[src/rtl/sample_scheduler.sv]
// Per-sample sequencer: kicks the operator pipeline, then the channel accumulator, and
// supervises each frame with a busy-cycle counter, overrun counting and a hang timeout.
module sample_scheduler #(
   parameter int TIMEOUT_CYCLES    = 256,
   parameter int CYCLE_CNT_WIDTH   = 9,
   parameter int OVERRUN_CNT_WIDTH = 8
) (
   input  logic                         clk,
   input  logic                         reset_n,
   input  logic                         sample_clk_en,
   input  logic                         ops_done_pulse,
   input  logic                         chan_done,
   input  logic                         clear_status,
   output logic                         ops_start,
   output logic                         chan_start,
   output logic                         abort,
   output logic                         sample_valid,
   output logic                         busy,
   output logic [CYCLE_CNT_WIDTH-1:0]   cycles_last,
   output logic [OVERRUN_CNT_WIDTH-1:0] overrun_count,
   output logic                         timeout_sticky
);

   typedef enum logic [1:0] {IDLE, OPS_WAIT, CHAN_WAIT, DONE} state_t;

   localparam logic [CYCLE_CNT_WIDTH-1:0] TIMEOUT_LAST = CYCLE_CNT_WIDTH'(TIMEOUT_CYCLES - 1);

   state_t                         state_q, state_d;
   logic [CYCLE_CNT_WIDTH-1:0]     cnt_q, cnt_d;
   logic [CYCLE_CNT_WIDTH-1:0]     cycles_last_q, cycles_last_d;
   logic [OVERRUN_CNT_WIDTH-1:0]   overrun_count_q, overrun_count_d;
   logic                           timeout_sticky_q, timeout_sticky_d;
   logic                           ops_start_q, ops_start_d;
   logic                           chan_start_q, chan_start_d;
   logic                           abort_q, abort_d;
   logic                           sample_valid_q, sample_valid_d;
   logic                           waiting;
   logic                           overrun;
   logic                           timeout;

   // A frame that reaches the limit after a late ops_done (count already past it) still times out.
   always_comb begin
      waiting = (state_q == OPS_WAIT) || (state_q == CHAN_WAIT);
      overrun = sample_clk_en && (state_q != IDLE);
      timeout = waiting && !sample_clk_en && (cnt_q >= TIMEOUT_LAST);
   end

   always_ff @(posedge clk) begin
      if (!reset_n) begin
         state_q <= IDLE;
      end else begin
         state_q <= state_d;
      end
   end

   always_comb begin
      state_d = state_q;
      if (sample_clk_en) begin
         state_d = OPS_WAIT;
      end else if (timeout) begin
         state_d = IDLE;
      end else begin
         case (state_q)
            OPS_WAIT:  if (ops_done_pulse) state_d = CHAN_WAIT;
            CHAN_WAIT: if (chan_done)      state_d = DONE;
            DONE:      state_d = IDLE;
            default:   state_d = state_q;
         endcase
      end
   end

   // Counters take the clear first so a same-cycle increment or set still lands.
   always_comb begin
      ops_start_d    = sample_clk_en;
      chan_start_d   = (state_q == OPS_WAIT)  && (state_d == CHAN_WAIT);
      sample_valid_d = (state_q == CHAN_WAIT) && (state_d == DONE);
      abort_d        = overrun || timeout;

      cnt_d = cnt_q;
      if (sample_clk_en) begin
         cnt_d = '0;
      end else if (waiting && (cnt_q != '1)) begin
         cnt_d = cnt_q + CYCLE_CNT_WIDTH'(1);
      end

      cycles_last_d = cycles_last_q;
      if (sample_valid_d) begin
         cycles_last_d = cnt_d;
      end

      overrun_count_d = clear_status ? '0 : overrun_count_q;
      if (overrun && (overrun_count_d != '1)) begin
         overrun_count_d = overrun_count_d + OVERRUN_CNT_WIDTH'(1);
      end

      timeout_sticky_d = (timeout_sticky_q && !clear_status) || timeout;
   end

   always_ff @(posedge clk) begin
      if (!reset_n) begin
         cnt_q            <= '0;
         cycles_last_q    <= '0;
         overrun_count_q  <= '0;
         timeout_sticky_q <= 1'b0;
         ops_start_q      <= 1'b0;
         chan_start_q     <= 1'b0;
         abort_q          <= 1'b0;
         sample_valid_q   <= 1'b0;
      end else begin
         cnt_q            <= cnt_d;
         cycles_last_q    <= cycles_last_d;
         overrun_count_q  <= overrun_count_d;
         timeout_sticky_q <= timeout_sticky_d;
         ops_start_q      <= ops_start_d;
         chan_start_q     <= chan_start_d;
         abort_q          <= abort_d;
         sample_valid_q   <= sample_valid_d;
      end
   end

   always_comb begin
      ops_start      = ops_start_q;
      chan_start     = chan_start_q;
      abort          = abort_q;
      sample_valid   = sample_valid_q;
      busy           = (state_q != IDLE);
      cycles_last    = cycles_last_q;
      overrun_count  = overrun_count_q;
      timeout_sticky = timeout_sticky_q;
   end

endmodule

[config.mk]
export PLATFORM = sky130hd
export DESIGN_NAME = sample_scheduler
export DESIGN_NICKNAME = d
export VERILOG_FILES = /design/src/rtl/sample_scheduler.sv
export SDC_FILE = /design/constraint.sdc
export NUM_CORES = 1
export LEC_CHECK = 0
export CORE_UTILIZATION = 55
export DETAILED_ROUTE_END_ITERATION = 16
export PLACE_DENSITY = 0.83
export SETUP_SLACK_MARGIN = 0.4
export SLEW_MARGIN = 5
export SYNTH_ARGS = -nofsm -noshare
export SYNTH_HDL_FRONTEND = slang
export SYNTH_SLANG_ARGS = --single-unit
[constraint.sdc]
create_clock -name clk -period 3.8 [get_ports clk]
set_clock_uncertainty 0.1 [all_clocks]
set_input_delay 0.95 -clock clk [delete_from_list [all_inputs] [get_ports clk]]
set_output_delay 0.95 -clock clk [all_outputs]
set_load 0.02 [all_outputs]
==> summary by stage, run 1 <==
Outcome
The flow ran to the end, and the final reports show no timing, DRC or antenna violations.

Die
After floorplanning, the core was sized to cover 2780 um^2. The initial utilization of the core area, before any placement, comes to 0.582. After floorplanning, the core was divided into 19 placement rows.

The top-level port count is 29. The die is 56.2 um tall. The floorplan step set the die width to 56.2 um. The floorplan step defined a die boundary enclosing 3160 um^2.

Yosys
Synthesis produced a netlist with a net count of 186. By count the netlist is led by dfxtp_1 (33), nand2_1 (11), nor2_1 (11). The number of flops mapped to enable cells by yosys is 0. Counting distinct cell types in the post-synthesis netlist gives 41. The leading register cell type out of synthesis is dfxtp_1. The portion of synthesized cell area occupied by the leading cell type is 0.408.

The average instance in the mapped netlist occupies 9.41 um^2. Of the synthesized area, sequential elements account for 0.408. Yosys printed 0 warnings.

The number of cells produced by synthesis is 172. The most frequently used cell type in the post-synthesis netlist is dfxtp_1. The count of state elements after synthesis is 33.

The mapped cell area is 1620 um^2. After synthesis, the share of flip-flops with an asynchronous set or reset is 0. The synthesized design spends more area on one cell type than any other, namely dfxtp_1. Yosys attributes the largest share of cell area to dfxtp_1 (41%), ha_1 (6.2%), mux2_4 (4.6%).

Detailed routing
Using the TritonRoute via totals, the vias-per-cell ratio works out to 5.85. The first TritonRoute pass finished after 4 iterations. The count of nets left with antenna violations once routing finished came out at 0. The routed design uses 1.76 mm of met2 wire.

The detailed router's first-iteration violation count is 38. The detailed-routing wirelength on met1 is 1.40 mm. The total DRC errors in the routed layout is 0. The uppermost metal layer occupied by signal nets is met4. The average detailed-routed wire length per instance is 14.3 um. The detailed router placed 1375 vias in this run.

The routed length on met3 is 137 um. The routed design has 3.37 mm of wire.

Clock tree
The total CTS buffers is 5. Clock tree synthesis selected as its root buffer the cell clkbuf_4. The total clock sinks is 33.

The worst-case clock buffer depth is 2. The clock insertion delay at the later pin of the skew report is 0.36 ns. The number of gates given a new drive strength after cts is 0.

After clock tree synthesis, the clock-pin slew on the worst setup and hold paths is 0.09 ns. The post-CTS repair timing setup buffer count is 0. TritonCTS built the clock tree. The CTS H-tree depth is 2. The number of hold buffers added after CTS was 0.

Worst hold path
The tightest min-delay check is of the flip-flop to flip-flop type.

Cells and area
The diode insertion count for antenna repair is 0. The net count of the finished layout is 217. The fraction of layout cells with a size suffix above 1 is 0.0980. The area added between synthesis and finish is 22.4%.

Fill cells in the final layout number 219.

Setup path
The library cell appearing most often on the critical path is inv_1. The worst setup path is captured at an output pin. Data on the critical path is required at its endpoint by 2.75 ns. The peak per-stage delay on the critical path is 0.60 ns. The category of the critical setup timing path is flip-flop to output pin.

The worst setup path is launched from a flip-flop. At the worst endpoint, the arrival time is 1.82 ns. The critical path goes through inv_1 > ha_1 > inv_1 > clkdlybuf4s50_1. The slowest stage of the critical path is the clkdlybuf4s50_1 cell.

The maximum fanout along the worst path is 8.

Timing
The hold violation total from the final report is 0. The final worst hold slack is 0.389 ns. The total count of max-transition violations in the final report is 0. The achievable clock frequency is 348 MHz. In the finished design, the share of the clock period the worst path needs comes to 0.756. Adding up every negative setup slack in the final design gives 0 ns. Setup repair after global routing left no endpoint under its margin. The measured slew at the worst slew-check pin is 0.486 ns. Setup violations remaining at the end of the flow were counted as 0. The relative slew slack is 0.674. The smallest clock period supported by the final layout is computed as 2.87 ns.

Global routing
The first global-routing pass estimated 6.04 mm of wire. Across every metal layer, demand over resource in global routing totals 0.247. The via count of the first global-routing pass is 1391. Global routing finished with a remaining overflow of 0. The initial antenna violation count was 0. Entering global routing, the biggest net connects 21 pins.

Power and ir drop
Of the total power, combinational logic draws 0.096. The worst voltage drop across the vdd grid is 0.333 mV. Dividing total power by cell area gives a power density of 309 nW/um^2. The relative contribution of sequential cells to total power is 0.578. The portion of total power attributed to the clock network is 0.326. The analysis attributes to net switching a power of 166 uW.

Cell internal power was estimated by the tool at 446 uW. The switching portion of total power is 0.272. Summed over all cells, the static leakage comes to 0.000735 uW.

Flow run
The number of max-cap violations is 0.

Place
The placer congestion estimate is 0.826. In this run the tool buffered the top-level ports with 28 buffer cells. Detailed placement finished with a half-perimeter wire length of 2.53 mm.
-- worst max-delay path: cells and delay by family (launching register included) --
kind	cells	cell delay, ns
adder cells (fa/ha/maj)	1	0.28
buffers and inverters	3	0.79
flip-flops	1	0.41
-- state kept, by name, summed over array words and instances (netlist names) --
signal / count
abort: 1
chan_start: 1
cnt_q: 9
cycles_last: 9
ops_start: 1
overrun_count: 8
sample_valid: 1
state_q: 2
timeout_sticky: 1
-- worst paths after layout --
kind,start,to,slack (ns),cells after the start
worst min register to register,timeout_sticky,timeout_sticky,0.39,2
worst min-delay path,timeout_sticky,timeout_sticky,0.39,2
worst max-delay path,state_q[0],busy,0.93,4
worst max register to register,state_q[0],cycles_last[3],1.34,7
-- layout by cell type (no fill, tap or decap), types with 2 or more instances in the layout --
cell type,instances
buf_4,2
a311o_1,2
xor2_1,2
nor3_1,5
or3_1,3
nand2b_1,3
and3_1,3
and2_1,9
clkinv_2,2
nand4_1,5
dfxtp_1,33
mux2_4,5
nand3_1,5
inv_1,10
o311ai_0,4
clkdlybuf4s50_1,28
nand3b_1,3
o21ai_0,5
nand2_1,11
xnor2_1,6
nor2b_1,6
nor2_1,11
ha_1,8
nor3b_1,2
a21boi_0,2
clkbuf_4,5
a211oi_1,2
a21oi_1,3
o31ai_1,4
o21ba_2,2
-- power groups by stage --
stage,Clock [uW],Combinational (uW),Sequential (uW)
2_1_floorplan,0,35.2,363
3_3_place_gp,0,56.1,361
3_5_place_dp,0,58.4,362
4_1_cts,200,58.7,354
5_1_grt,217,65.3,355
6_report,200,58.6,354
-- metrics by stage --
stage / setup WS, ns / utilization / area, um^2 / std cells / power, uW
floorplan: 1.41 / - / 1620 / 172 / 399
global placement: 0.722 / 0.692 / 1930 / 227 / 418
detailed placement: 0.623 / 0.692 / 1930 / 227 / 420
CTS: 0.924 / 0.712 / 1980 / 235 / 613
global route: 0.816 / 0.712 / 1980 / 235 / 637
finish: 0.929 / 0.712 / 1980 / 235 / 612
-- logic make-up (layout without fill, tap and decap cells) --
kind of cell    after synthesis  count (layout)  share of synthesized area
xor+xnor                      8               8                     0.0433
fa+ha+maj                     8               8                     0.0619
mux                           6               6                     0.0526
compound gates               31              31                      0.153
flops                        33              33                      0.408
simple gates                 70              70                      0.241
buf+inv                      16              48                     0.0394
-- per-layer routing --
layer | global-route usage | vias to the layer above
met5 | 0 | -
met4 | 0.160 | 0
met3 | 0.0488 | 9
met2 | 0.417 | 39
met1 | 0.282 | 642
li1 | - | 685
-- area by class of cell --
type,instances,area [um^2],area share
multi-input cells,123,893,0.451
well taps,31,38.8,0.0196
inverters,10,37.5,0.0190
clock inverters,3,17.5,0.00884
flip-flops and latches,33,661,0.334
clock buffers,5,37.5,0.0190
repair buffers,30,295,0.149
Note: power is estimated with default switching activity, not from simulation.
==> run 2, diff against run 1 <==
- CORE_UTILIZATION: 55 -> 51
- PLACE_DENSITY: 0.83 -> 0.78
- clock period: 3.8 -> 2.7 ns (I/O delays scaled with it)
==> run 2 against run 1 <==
- highest routed layer unchanged
- count of clock-buffer cells in the layout is 2 higher
- largest cell class unchanged
- sequential share of layout area is 2.7 points lower
- via count is 2.7% higher
- hold slack hardly changed
- flip-flop and latch count stayed put
- sequential power is 41% higher
- register-to-register slack worse by 0.78 ns
- die area is 7.6% higher
==> summary by stage, run 2 (synthesis gave the netlist of run 1 again) <==
Timing
The achievable clock frequency is 453 MHz. The total count of max-transition violations in the final report is 0 (unchanged). The smallest clock period supported by the final layout is computed as 2.21 ns. The measured slew at the worst slew-check pin is 0.455 ns (-0.0312 ns). The hold violation total from the final report came to 0 (unchanged). The final setup TNS is 0 ns (unchanged). The final worst hold slack is 0.389 ns (-0.000252 ns).

Setup repair after global routing left no endpoint under its margin. In the finished design, the share of the clock period the worst path needs comes to 0.818. The final setup violation count is 0 (unchanged). The relative slew slack is 0.693 (+0.0195).

Worst hold path
The type of the tightest min-delay check is flip-flop to flip-flop.

Place
The count of buffers inserted at the top-level ports is 28 (unchanged). The placer congestion estimate was 0.867 (+4.9%). The area of placed instances was 2010 um^2 (+4.4%).

The HPWL after detailed placement was 2.51 mm (-0.56%). The cell count after placement was 249 (+9.7%).

Flow run
The number of max-cap violations came to 0 (unchanged).

Setup path
Traced cell by cell, the critical path runs through clkdlybuf4s50_1. The dominant delay contributor by cell family on the critical path is buffers and inverters. The endpoint arrival time on the critical path is 1.43 ns (-0.39 ns). The peak per-stage delay on the critical path came to 0.65 ns (+0.05 ns).

STA classifies the critical path startpoint as a flip-flop. The endpoint required time on the critical path is 1.92 ns (-0.83 ns). The slowest stage of the critical path is the clkdlybuf4s50_1 cell. The total buffers and inverters traversed by the critical path is 1 (-2). The worst setup path is of the flip-flop to output pin kind. The kind of end point of the critical path is an output pin. The maximum fanout along the worst path came to 6 (-2).

Detailed routing
The count of vias placed by the detailed router is 1412 (+2.7%). The detailed router's first-iteration violation count is 45 (+18%). The total iterations of the first detailed-routing run is 4 (unchanged). The total wire length is 3.54 mm (+5.0%). The total DRC errors in the routed layout is 0 (unchanged). The final antenna-violating net count is 0 (unchanged). The post-detailed-route via-to-cell ratio is 5.39 (-7.9%). The average detailed-routed wire length per instance was 13.5 um (-5.8%).

Clock tree
The total CTS buffers is 5 (unchanged). The clock-pin slew on the worst setup and hold paths came to 0.10 ns (about the same). The worst-case clock buffer depth is 2 (unchanged). TritonCTS built the clock tree. The clock insertion delay at the later pin of the skew report is 0.34 ns (-0.02 ns). The total clock sinks is 33 (unchanged). Clock tree synthesis selected as its root buffer the cell clkbuf_4. The CTS H-tree depth is 2 (unchanged).

Power and ir drop
The power density over cell area came to 421 nW/um^2 (+36%). The portion of total power attributed to the clock network was 0.347 (+0.021). The switching portion of total power is 0.242 (-0.0302). The relative contribution of sequential cells to total power is 0.548 (-0.030). The switching component of the power is 220 uW (+32%).

The internal power contribution is 690 uW (+55%). The worst voltage drop across the vdd grid is 0.244 mV (-27%). The combinational fraction of design power came to 0.106 (+0.010). The leakage power summed over all cells is 0.000821 uW (+12%).

Cells and area
The cell area after layout is 2160 um^2 (+9.1%). Compared with the post-synthesis result, the final layout area differs by 33.6%. The diode insertion count for antenna repair came to 0 (unchanged). The fraction of layout cells with a size suffix above 1 is 0.206 (+0.108). Leaving out fill and tap cells, the most frequent cell in the layout is dfxtp_1.

The number of standard cells in the layout, taps in and fillers out is 262 (+11%). The number of nets in the layout is 231 (+6.5%). In the layout the commonest cells are dfxtp_1 (31), clkdlybuf4s50_1 (26), buf_4 (15), nand2_1 (11).

Global routing
The via count of the first global-routing pass is 1347 (-3.2%). The aggregate global-route resource usage is 0.221 (-0.0256). The wire length of the first global-routing pass was 5.68 mm (-5.9%). The initial antenna violation count is 0 (unchanged). The largest net degree at the start of global routing is 20 (-4.8%).

The overall overflow remaining after global route was 0 (unchanged).

Die
The top-level port count is 29 (unchanged). The core footprint is 3030 um^2 (+8.9%). The starting utilization of the core area is 0.534 (-0.0473). The area enclosed by the die boundary came to 3400 um^2 (+7.6%).

The overall die height is 58.3 um (+3.7%). The number of rows in the core area came to 20 (+1). The width of the die came to 58.3 um (+3.7%).

Outcome
The flow ran to the end, and the final reports show no timing, DRC or antenna violations.
==> run 2: per-stage QoR <==
step                total power (uW)  setup WS [ns]   util
global route                     948          0.420  0.714
detailed placement               596         0.0684  0.664
global placement                 594          0.149  0.664
finish                           910          0.491  0.714
CTS                              911          0.413  0.687
floorplan                        561          0.554      -
==> run 2: worst register-to-register path: stages, from the launching register on <==
cell,delay [ns]
dfxtp_1,0.34
ha_2,0.20
nand2_1,0.08
nor3_1,0.07
ha_1,0.20
nor2_2,0.12
o221ai_2,0.11
or3_1,0.37
buf_6,0.16
mux2_4,0.30
==> run 2: worst paths after layout <==
kind | startpoint | to | slack, ns | cells after the start
setup / recovery | overrun_count[7] | overrun_count[7] | 0.49 | 1
hold / removal | timeout_sticky | timeout_sticky | 0.39 | 2
setup reg to reg | cnt_q[0] | cycles_last[3] | 0.56 | 9
hold reg to reg | timeout_sticky | timeout_sticky | 0.39 | 2
==> run 2: final cells by class <==
cell class              instances  area, um^2
multi-input cells             123         927
fillers                       248         867
flip-flops and latches         33         663
repair buffers                 44         408
clock buffers                   7        65.1
well taps                      44        55.1
inverters                      10        37.5
clock inverters                 1        5.00
==> run 2: layer usage <==
metal	wire (um)	global-route usage
met1	1560	0.263
met2	1750	0.376
met3	157	0.0505
met4	64	0.112
met5	0	0
==> run 2: what timing repair did <==
item | CTS | global route
setup buffers | 0 | 5
resized for setup | 3 | 12
pin swaps | 0 | 4
setup endpoints to repair | 1 | 13
hold buffers | 0 | 0
==> run 2: power groups by stage <==
stage,clock network [uW],registers [uW],logic [uW]
after floorplan,0,512,49.5
after global placement,0,509,85.0
after detailed placement,0,509,87.5
after CTS,325,498,88.1
after global routing,343,499,105
final,316,498,96.0
==> run 3, diff against run 2 <==
- CORE_UTILIZATION: 51 -> 46
- PLACE_DENSITY: 0.78 -> 0.74
- clock period: 2.7 -> 1.89 ns (I/O delays scaled with it)
==> run 3 against run 2 <==
- routed wire length grew 33%
- the flow now finishes with violations (setup timing)
- register-to-register slack got worse by 0.67 ns
- total power grew 40%
- via count increased by 13%
- cell count up 14%
- first-iteration DRC count grew 42%
- sequential power up 41%
- global-route usage grew 3.0 points
- clock power grew 18%
- die area rose by 10%
- critical path type is now flip-flop to flip-flop
- setup slack got worse by 0.60 ns
==> summary by stage, run 3 (synthesis gave the netlist of run 1 again) <==
Die
The starting utilization of the core area came to 0.481 (-0.0533). The core footprint is 3360 um^2 (+11%). The width of the die was 61.3 um (+5.1%). The number of rows in the core area is 21 (+5.0%). The area enclosed by the die boundary came to 3760 um^2 (+10%).

The overall die height came to 61.3 um (+5.1%). The top-level port count is 29 (unchanged).

Setup path
The total buffers and inverters traversed by the critical path is 1 (unchanged). Traced cell by cell, the critical path runs through ha_4 > nand2_4 > nor3_2 > ha_2 > nor2_4 > o221ai_2 > or3_1 > buf_6 > mux2_4. The endpoint required time on the critical path is 2.02 ns (+0.10 ns).

The critical path in this run is classified as flip-flop to flip-flop. The kind of end point of the critical path is a flip-flop. The peak per-stage delay on the critical path was 0.35 ns (-0.30 ns). The maximum fanout along the worst path was 7 (+1).

The largest individual stage delay along the critical path comes from the cell dfxtp_2. The kind of launch point of the worst setup path is a flip-flop. The dominant delay contributor by cell family on the critical path is simple AND/OR/NAND/NOR gates. The endpoint arrival time on the critical path is 2.13 ns (+0.70 ns).

Cells and area
The area growth from synthesis to layout is 61.4%. The number of nets in the layout is 266 (+15%). The number of standard cells in the layout, taps in and fillers out was 299 (+14%). In the layout the commonest cells are buf_4 (47), dfxtp_1 (19), buf_2 (16), buf_6 (12), nor2_1 (10). The cell area after layout is 2610 um^2 (+21%). The diode insertion count for antenna repair is 0 (unchanged).

The library cell used most frequently in the layout, excluding fill and tap cells, is buf_4. The fraction of layout cells with a size suffix above 1 was 0.557 (+0.351). The combined flip-flop and latch cell area is 691 um^2 (+4.2%). The area of the multi-input gates is 1170 um^2 (+26%). The count of filler cells inserted in the layout was 235 (-5.2%).

Detailed routing
The total DRC errors in the routed layout is 0 (unchanged). The average detailed-routed wire length per instance came to 15.8 um (+17%). The total wire length is 4.72 mm (+33%).

The post-detailed-route via-to-cell ratio is 5.35 (-0.65%). The total iterations of the first detailed-routing run was 4 (unchanged). The count of vias placed by the detailed router came to 1601 (+13%). The detailed router's first-iteration violation count is 64 (+42%). The final antenna-violating net count is 0 (unchanged).

Power and ir drop
The power after layout was 1280 uW (+40%). The leakage power summed over all cells is 0.00114 uW (+39%). The worst voltage drop across the vdd grid is 0.385 mV (+57%). The power density over cell area is 489 nW/um^2 (+16%).

Timing
The measured slew at the worst slew-check pin is 0.386 ns (-0.0687 ns). The hold violation total from the final report was 0 (unchanged). Based on the critical path, the design can be clocked at up to 500 MHz. Setup repair after global routing could not meet its margin everywhere. The relative slew slack is 0.742 (+0.0485).

The shortest period the worst path allows is 2.00 ns. The final setup violation count is 9 (+9). The final worst hold slack came to 0.372 ns (-0.0172 ns). The smallest setup slack after layout was -0.110 ns (-0.601 ns). The total count of max-transition violations in the final report is 0 (unchanged). The share of the clock period used by the worst path after layout is 1.06.

Clock tree
The total CTS buffers is 5 (unchanged). The clock insertion delay at the later pin of the skew report is 0.34 ns (about the same). The clock-pin slew on the worst setup and hold paths is 0.09 ns (about the same). TritonCTS built the clock tree.

The total clock sinks is 33 (unchanged). The worst-case clock buffer depth is 2 (unchanged). The number of buffers inserted for hold repair after clock tree synthesis was 0 (unchanged). The CTS H-tree depth is 2 (unchanged). Clock tree synthesis selected as its root buffer the cell clkbuf_4.

Global routing
The overall overflow remaining after global route was 0 (unchanged). The aggregate global-route resource usage was 0.252 (+0.0305). The largest net degree at the start of global routing is 15 (-25%).

The via count of the first global-routing pass is 1502 (+12%). The wire length of the first global-routing pass was 6.65 mm (+17%). The initial antenna violation count came to 0 (unchanged).

Place
The placer congestion estimate is 0.846 (-2.3%). The HPWL after detailed placement is 3.03 mm (+21%). The worst slack at placement was -0.521 ns (-0.589 ns). The count of buffers inserted at the top-level ports was 28 (unchanged). The area of placed instances is 2350 um^2 (+17%).

The cell count after placement is 280 (+12%).

Outcome
The run finished, with violations left. The final reports fail on setup timing.

Worst hold path
The min-delay analysis places its worst path in the category flip-flop to flip-flop.

Flow run
The number of max-cap violations was 0 (unchanged).
==> run 3: cell count changes in the layout (fill, tap and decap cells not counted), sizes merged <==
cell,delta
dlygate4sd2,+1
clkinv,-1
clkdlybuf4s15,-1
clkdlybuf4s50,-23
clkbuf,+1
dlymetal6s2s,-1
buf,+59
==> run 3: timing repair <==
item                                    4_1_cts  5_1_grt
buffers inserted                              5        6
endpoints found under the setup margin       55       41
resized for setup                           135       33
pin swaps                                    10        8
==> run 3: cell type report <==
| class | instances | area share |
|---|---|---|
| Multi-Input combinational cell | 123 | 0.448 |
| Sequential cell | 33 | 0.264 |
| Timing Repair Buffer | 79 | 0.232 |
| Tap cell | 46 | 0.0220 |
| Clock buffer | 8 | 0.0187 |
| Inverter | 10 | 0.0144 |
==> run 3: layer usage <==
metal  up-vias  track usage  part of all wire  wire (um)
li1        779            -                 -          -
met1       772        0.259              0.39       1830
met2        38        0.461              0.55       2620
met3        12       0.0798             0.035        167
met4         0        0.120             0.023        110
met5         -            0                 0          0
==> run 3: where the power goes <==
part | internal (uW) | switching (uW) | total (uW)
Clock | 148 | 225 | 373
Combinational | 103 | 98.5 | 201
Sequential | 698 | 5.86 | 704
==> run 3: path summary, 6_finish.rpt <==
check | startpoint | end | slack (ns) | cells past startpoint
setup / recovery | cnt_q[1] | cycles_last[1] | -0.11 | 9
hold / removal | timeout_sticky | timeout_sticky | 0.37 | 2
setup reg to reg | cnt_q[1] | cycles_last[1] | -0.11 | 9
hold reg to reg | timeout_sticky | timeout_sticky | 0.37 | 2
==> run 3: metrics by stage <==
step                 util  TNS (ns)
finish              0.776    -0.814
global route        0.776     -1.49
CTS                 0.731    -0.779
detailed placement  0.698     -8.57
global placement    0.698     -7.42
floorplan               -    -0.457
==> run 3: worst register-to-register path: cells and delay by family, from the launching register on <==
family	cells	cell delay (ns)
AND/OR/NAND/NOR	4	0.52
AO/OA/AOI/OAI	1	0.11
multiplexers	1	0.29
adder cells (fa/ha/maj)	2	0.36
buffers and inverters	1	0.16
flip-flops	1	0.35
